### config.mk
export PLATFORM = sky130hd
export DESIGN_NAME = teclado_entrada_bcd
export DESIGN_NICKNAME = d
export VERILOG_FILES = /design/src/rtl/teclado_entrada_bcd_pkg.sv /design/src/rtl/teclado_debounce.sv /design/src/rtl/teclado_entrada_bcd.sv
export SDC_FILE = /design/constraint.sdc
export NUM_CORES = 1
export LEC_CHECK = 0
export CORE_ASPECT_RATIO = 1.4
export CORE_MARGIN = 10
export CORE_UTILIZATION = 51
export DETAILED_ROUTE_END_ITERATION = 8
export PLACE_DENSITY = 0.83
export SKIP_CTS_REPAIR_TIMING = 1
export SLEW_MARGIN = 20
export SYNTH_ARGS = -nofsm -noshare
export SYNTH_HDL_FRONTEND = slang
export SYNTH_HIERARCHICAL = 1
export SYNTH_SLANG_ARGS = --single-unit
### constraint.sdc
create_clock -name clk -period 2.3 [get_ports clk]
set_input_delay 0.345 -clock clk [delete_from_list [all_inputs] [get_ports clk]]
set_output_delay 0.345 -clock clk [all_outputs]
set_load 0.01 [all_outputs]
### src/rtl/teclado_entrada_bcd_pkg.sv
// Shared keypad definitions: row/column codes, key classes and the (lin,col) decode function.
package teclado_entrada_bcd_pkg;

  localparam logic [3:0] LIN_TOP = 4'b1000;
  localparam logic [3:0] LIN_MID1 = 4'b0100;
  localparam logic [3:0] LIN_MID2 = 4'b0010;
  localparam logic [3:0] LIN_BOT = 4'b0001;
  localparam logic [3:0] COL_IZQ = 4'b1000;
  localparam logic [3:0] COL_MID1 = 4'b0100;
  localparam logic [3:0] COL_MID2 = 4'b0010;
  localparam logic [3:0] COL_DIR = 4'b0001;

  typedef enum logic [2:0] {
    KEY_DIG,
    KEY_ENT,
    KEY_CLR,
    KEY_DEL,
    KEY_NOP,
    KEY_ERR
  } key_class_e;

  typedef struct packed {
    key_class_e  cls;
    logic [3:0]  digit;
  } key_t;

  typedef enum logic [1:0] {
    StIdle,
    StDeb,
    StHeld
  } deb_state_e;

  function automatic logic is_onehot4(input logic [3:0] v);
    return (v != 4'b0000) && ((v & (v - 4'd1)) == 4'b0000);
  endfunction

  function automatic logic [1:0] onehot_idx(input logic [3:0] v);
    logic [1:0] idx;
    idx = 2'd0;
    unique case (v)
      4'b1000: idx = 2'd0;
      4'b0100: idx = 2'd1;
      4'b0010: idx = 2'd2;
      4'b0001: idx = 2'd3;
      default: idx = 2'd0;
    endcase
    return idx;
  endfunction

  // Upper 3x3 block holds 1..9 row-major; right column is A/B/C/D, bottom row is * 0 # D.
  function automatic key_t decode_key(input logic [3:0] lin, input logic [3:0] col);
    key_t       k;
    logic [1:0] r;
    logic [1:0] c;
    k.cls   = KEY_NOP;
    k.digit = 4'd0;
    r = onehot_idx(lin);
    c = onehot_idx(col);
    if (!is_onehot4(lin) || !is_onehot4(col)) begin
      k.cls = KEY_ERR;
    end else if (r == 2'd3) begin
      unique case (c)
        2'd0: k.cls = KEY_CLR;
        2'd1: k.cls = KEY_DIG;
        2'd2: k.cls = KEY_ENT;
        default: k.cls = KEY_DEL;
      endcase
    end else if (c != 2'd3) begin
      k.cls   = KEY_DIG;
      k.digit = ({2'b00, r} * 4'd3) + {2'b00, c} + 4'd1;
    end
    return k;
  endfunction

endpackage

### src/rtl/teclado_debounce.sv
// Key-press debouncer: 2-FF synchroniser, DEB_CYC-cycle stability counter, IDLE/DEB/HELD FSM.
module teclado_debounce
  import teclado_entrada_bcd_pkg::*;
#(
  parameter int unsigned DEB_CYC = 16
) (
  input  logic clk,
  input  logic rst_n,
  input  logic bot_press,
  output logic key_acc
);

  localparam int unsigned CntW = (DEB_CYC > 1) ? $clog2(DEB_CYC) : 1;
  localparam logic [CntW-1:0] CntMax = CntW'(DEB_CYC - 1);

  logic            bp_meta_q;
  logic            bp_sync_q;
  logic [CntW-1:0] cnt_q, cnt_d;
  deb_state_e      state_q, state_d;

  always_ff @(posedge clk or negedge rst_n) begin
    if (!rst_n) begin
      bp_meta_q <= 1'b0;
      bp_sync_q <= 1'b0;
      cnt_q     <= '0;
      state_q   <= StIdle;
    end else begin
      bp_meta_q <= bot_press;
      bp_sync_q <= bp_meta_q;
      cnt_q     <= cnt_d;
      state_q   <= state_d;
    end
  end

  always_comb begin
    state_d = state_q;
    cnt_d   = cnt_q;
    key_acc = 1'b0;
    unique case (state_q)
      StIdle: begin
        cnt_d = '0;
        if (bp_sync_q) state_d = StDeb;
      end
      StDeb: begin
        if (!bp_sync_q) begin
          state_d = StIdle;
          cnt_d   = '0;
        end else if (cnt_q == CntMax) begin
          state_d = StHeld;
          cnt_d   = '0;
          key_acc = 1'b1;
        end else begin
          cnt_d = cnt_q + 1'b1;
        end
      end
      StHeld: begin
        // Stay here until release so a held key never auto-repeats.
        if (!bp_sync_q) state_d = StIdle;
      end
      default: state_d = StIdle;
    endcase
  end

endmodule

### src/rtl/teclado_entrada_bcd.sv
// Calculator-style BCD number entry from a debounced 4x4 keypad.
// Optional inactivity clear is built only when TECLADO_TIMEOUT_EN is defined.
module teclado_entrada_bcd
  import teclado_entrada_bcd_pkg::*;
#(
  parameter int unsigned NDIG    = 3,
  parameter int unsigned DEB_CYC = 16,
  parameter int unsigned TO_CYC  = 50000000
) (
  input  logic                        clk,
  input  logic                        rst_n,
  input  logic [3:0]                  lin,
  input  logic [3:0]                  col,
  input  logic                        bot_press,
  output logic [4*NDIG-1:0]           s,
  output logic                        s_valid,
  output logic [4*NDIG-1:0]           ent,
  output logic [$clog2(NDIG+1)-1:0]   n_dig,
  output logic                        ovf,
  output logic                        key_err,
  output logic                        timeout
);

  localparam int unsigned EntW = 4 * NDIG;
  localparam int unsigned NW   = $clog2(NDIG + 1);
  localparam logic [NW-1:0] NdigMax = NW'(NDIG);

  logic            key_acc;
  key_t            key;
  logic            to_hit;
  logic [EntW-1:0] s_q, s_d, ent_q, ent_d;
  logic [NW-1:0]   ndig_q, ndig_d;
  logic            ovf_q, ovf_d;
  logic            s_valid_q, s_valid_d;
  logic            key_err_q, key_err_d;
  logic            timeout_q, timeout_d;

  teclado_debounce #(
    .DEB_CYC (DEB_CYC)
  ) u_debounce (
    .clk       (clk),
    .rst_n     (rst_n),
    .bot_press (bot_press),
    .key_acc   (key_acc)
  );

  assign key = decode_key(lin, col);

`ifdef TECLADO_TIMEOUT_EN
  logic [31:0] idle_q, idle_d;

  assign to_hit = !key_acc && (ndig_q != '0) && (idle_q == 32'(TO_CYC - 1));

  always_comb begin
    idle_d = idle_q;
    if (key_acc) begin
      idle_d = '0;
    end else if (ndig_q != '0) begin
      idle_d = to_hit ? '0 : idle_q + 32'd1;
    end
  end

  always_ff @(posedge clk or negedge rst_n) begin
    if (!rst_n) idle_q <= '0;
    else        idle_q <= idle_d;
  end
`else
  logic [31:0] unused_to_cyc;
  assign unused_to_cyc = TO_CYC;
  assign to_hit = 1'b0;
`endif

  always_comb begin
    s_d       = s_q;
    ent_d     = ent_q;
    ndig_d    = ndig_q;
    ovf_d     = ovf_q;
    s_valid_d = 1'b0;
    key_err_d = 1'b0;
    timeout_d = to_hit;
    if (key_acc) begin
      unique case (key.cls)
        KEY_DIG: begin
          if (ndig_q < NdigMax) begin
            ent_d  = (ent_q << 4) | EntW'(key.digit);
            ndig_d = ndig_q + 1'b1;
          end else begin
            ovf_d = 1'b1;
          end
        end
        KEY_ENT: begin
          s_d       = ent_q;
          s_valid_d = 1'b1;
          ent_d     = '0;
          ndig_d    = '0;
          ovf_d     = 1'b0;
        end
        KEY_CLR: begin
          ent_d  = '0;
          ndig_d = '0;
          ovf_d  = 1'b0;
        end
        KEY_DEL: begin
          if (ndig_q != '0) begin
            ent_d  = ent_q >> 4;
            ndig_d = ndig_q - 1'b1;
          end
        end
        KEY_ERR: key_err_d = 1'b1;
        default: ;
      endcase
    end else if (to_hit) begin
      ent_d  = '0;
      ndig_d = '0;
      ovf_d  = 1'b0;
    end
  end

  always_ff @(posedge clk or negedge rst_n) begin
    if (!rst_n) begin
      s_q       <= '0;
      ent_q     <= '0;
      ndig_q    <= '0;
      ovf_q     <= 1'b0;
      s_valid_q <= 1'b0;
      key_err_q <= 1'b0;
      timeout_q <= 1'b0;
    end else begin
      s_q       <= s_d;
      ent_q     <= ent_d;
      ndig_q    <= ndig_d;
      ovf_q     <= ovf_d;
      s_valid_q <= s_valid_d;
      key_err_q <= key_err_d;
      timeout_q <= timeout_d;
    end
  end

  assign s       = s_q;
  assign ent     = ent_q;
  assign n_dig   = ndig_q;
  assign ovf     = ovf_q;
  assign s_valid = s_valid_q;
  assign key_err = key_err_q;
  assign timeout = timeout_q;

endmodule

==> results.py <==
metrics = {
    "finish": {
        "synthToLayoutAreaGrowth_pct": 38.9,
        "final_common_cell": "dfrtp_1",
        "drive_above_1_share": 0.291,
        "post-route-cell-area_um2": 2780,
        "final_nets": 267,
        "n_antenna_cell": 0,
        "layout_common_cells": "dfrtp_1, clkdlybuf4s50_1, buf_4",
        "fillCellCount": 281,
    },
    "clock_tree": {
        "clockBufferDepth": 2,
        "clkSinkCount": 37,
        "cts_buffers": 5,
        "worstSkewPairLatency_ns": 0.29,
        "htreeDepth": 2,
        "cts_tree": "built",
        "clkSlewWorstSetupHoldPaths_ns": 0.07,
        "clockRootBuffer": "clkbuf_8",
    },
    "global_route": {
        "grt_pass1_wl_mm": 7.53,
        "grt_util_all_layers": 0.136,
        "grt_pass1_vias": 1629,
        "grt_overflow": 0,
        "antenna_found_initial": 0,
        "grt_max_degree": 38,
    },
    "critical_path": {
        "critical_path_class": "input port to flip-flop",
        "worstPathMaxFanout": 7,
        "arrival_ns": 2.57,
        "worstSetupEndpointType": "flip-flop",
        "crit_chain": "buf_8, xnor2_2, or3_4, inv_4, ha_4, o21a_1, a211o_4, or3_4, a22o_1, mux2_4",
        "cp_slowest_cell": "or3_4",
        "crit_top_cell": "or3_4",
        "worstSetupStartpointType": "input port",
        "crit_family": "simple AND/OR/NAND/NOR gates",
        "worst-path-buf-inv": 2,
        "required_ns": 2.48,
        "cp_slowest_stage_delay_ns": 0.43,
    },
    "power_and_ir_drop": {
        "ir_worst_vdd_mv": 0.609,
        "p_leak_nw": 1.28,
        "pwr_density_cell_nw_per_um2": 473,
    },
    "floorplanning": {
        "die_area_um2": 6860,
        "core_um2": 3710,
        "design.portCount": 41,
        "die_x_um": 72.9,
        "rows": 26,
        "initial_utilization": 0.539,
        "die_y_um": 94.1,
    },
    "synthesis": {
        "yosysSeqAreaShare": 0.463,
        "synth_cells": 186,
        "syn_area_per_cell_um2": 10.7,
        "netlist_area_um2": 2000,
        "async_reset_ff_frac": 1.00,
        "synth_ff_type": "dfrtp_1",
        "ys_types": 46,
        "synth_edf_count": 0,
        "ys_ff_latch": 37,
        "syn_nets": 203,
        "yosys_warnings": 6,
    },
    "timing": {
        "hold_violations": 0,
        "finalCritPeriodShare": 1.04,
        "layout_min_cycle_time_ns": 2.40,
        "finalSetupViolCount": 4,
        "tightest_slew_ns": 0.527,
        "rsz0062_at_grt": "true",
        "clock_skew_ns": 0.00490,
        "whs_ns": 0.351,
        "worst_slack_ns": -0.0964,
        "slew_headroom": 0.649,
        "maxSlewViolCount": 0,
        "setup_tns_ns": -0.346,
        "fmax_ghz": 0.417,
    },
    "routing": {
        "drtAntennaViolNets": 0,
        "drt-pass1-iter-count": 4,
        "viasPerCell": 5.70,
        "drcViolationCount": 0,
        "wl_per_cell_um": 16.5,
        "wl_mm": 4.83,
        "num_vias": 1671,
        "drt-initial-drc-count": 155,
    },
    "run_status": {
        "violations": "negative setup slack",
        "run_status": "complete, but fails checks",
    },
    "worst_hold_path": {
        "hold_path_class": "flip-flop to flip-flop",
    },
    "placement": {
        "place_congestion": 0.803,
        "io_buffers": 39,
        "place_area_um2": 2610,
        "dpl.hpwl_mm": 3.57,
    },
    "job": {
        "cap_viol_max_count": 0,
    },
}
==> cells by family (layout without fill, tap and decap cells) <==
family	after synthesis	in the layout	share of synthesized area
compound gates	48	48	0.161
xor+xnor	10	10	0.0438
fa+ha+maj	6	6	0.0413
buf+inv	17	82	0.0438
flops	37	37	0.463
mux	17	17	0.103
other cells	1	1	0.00188
simple gates	50	50	0.142
==> per-stage QoR <==
step,worst slack (ns),power [W],std cells,util
final,-0.0964,0.00131,293,0.749
after global routing,-0.152,0.00136,293,0.749
after CTS,-0.434,0.00131,292,0.731
after detailed placement,-0.741,0.000819,284,0.703
after global placement,-0.678,0.000814,284,0.703
after floorplan,-0.241,0.000747,186,-
==> synthesized netlist by cell type (3+ instances only) <==
master | n | area share
buf_2 | 4 | 0.010
or3_1 | 3 | 0.0094
a21oi_1 | 14 | 0.035
nor3_1 | 8 | 0.020
nand2_1 | 14 | 0.026
mux2_4 | 4 | 0.030
xnor2_1 | 6 | 0.026
nor2_1 | 5 | 0.0094
inv_1 | 8 | 0.015
a2bb2oi_1 | 4 | 0.018
or2_2 | 3 | 0.0094
o21ai_0 | 9 | 0.023
a22o_1 | 4 | 0.018
xor2_1 | 4 | 0.018
mux2_2 | 12 | 0.068
o31ai_1 | 5 | 0.019
dfrtp_1 | 37 | 0.46
ha_1 | 5 | 0.031
==> registers in the layout, summed over array words and instances (netlist names) <==
signal and flops:
s 12, u_debounce/bp_meta_q 1, n_dig 2, s_valid 1
u_debounce/bp_sync_q 1, key_err 1, ovf 1, u_debounce/state_q 2
u_debounce/cnt_q 4, ent 12
==> worst register-to-register path, stage by stage, from the launching register on <==
cell     delay (ns)
dfrtp_1        0.40
ha_1           0.24
nand3_1        0.10
nor2_1         0.20
o21ai_1        0.16
or3_4          0.39
nor2_8         0.18
mux2_4         0.31
==> cell type report <==
| type | count | area (um^2) | area share |
|---|---|---|---|
| Clock buffer | 7 | 96.3 | 0.0347 |
| Clock inverter | 1 | 5.00 | 0.00180 |
| Inverter | 8 | 35.0 | 0.0126 |
| Multi-Input combinational cell | 132 | 1060 | 0.381 |
| Sequential cell | 37 | 926 | 0.333 |
| Tap cell | 42 | 52.6 | 0.0189 |
| Timing Repair Buffer | 66 | 603 | 0.217 |
==> power by group <==
group          total [W]  internal [W]  switching [W]
Combinational   0.000158     0.0000803      0.0000776
Clock           0.000497      0.000271       0.000226
Sequential      0.000659      0.000655     0.00000484
==> per-layer routing <==
metal / GRT usage / wire [um]
met3: 0.0349 / 308
met2: 0.245 / 2630
met5: 0 / 0
met4: 0.0746 / 181
met1: 0.138 / 1710
==> path summary, 6_finish.rpt <==
kind	startpoint	to	slack [ns]	cells past startpoint
worst max-delay path	col[2]	ent[7]	-0.1	10
worst min-delay path	u_debounce/bp_meta_q	u_debounce/bp_sync_q	0.35	0
worst max register to register	u_debounce/cnt_q[0]	ent[7]	0.20	7
worst min register to register	u_debounce/bp_meta_q	u_debounce/bp_sync_q	0.35	0
max in group asynchronous	rst_n	s[1]	1.51	2
min in group asynchronous	rst_n	u_debounce/state_q[0]	0.46	2
No activity file was read; power rests on OpenSTA's default activity.
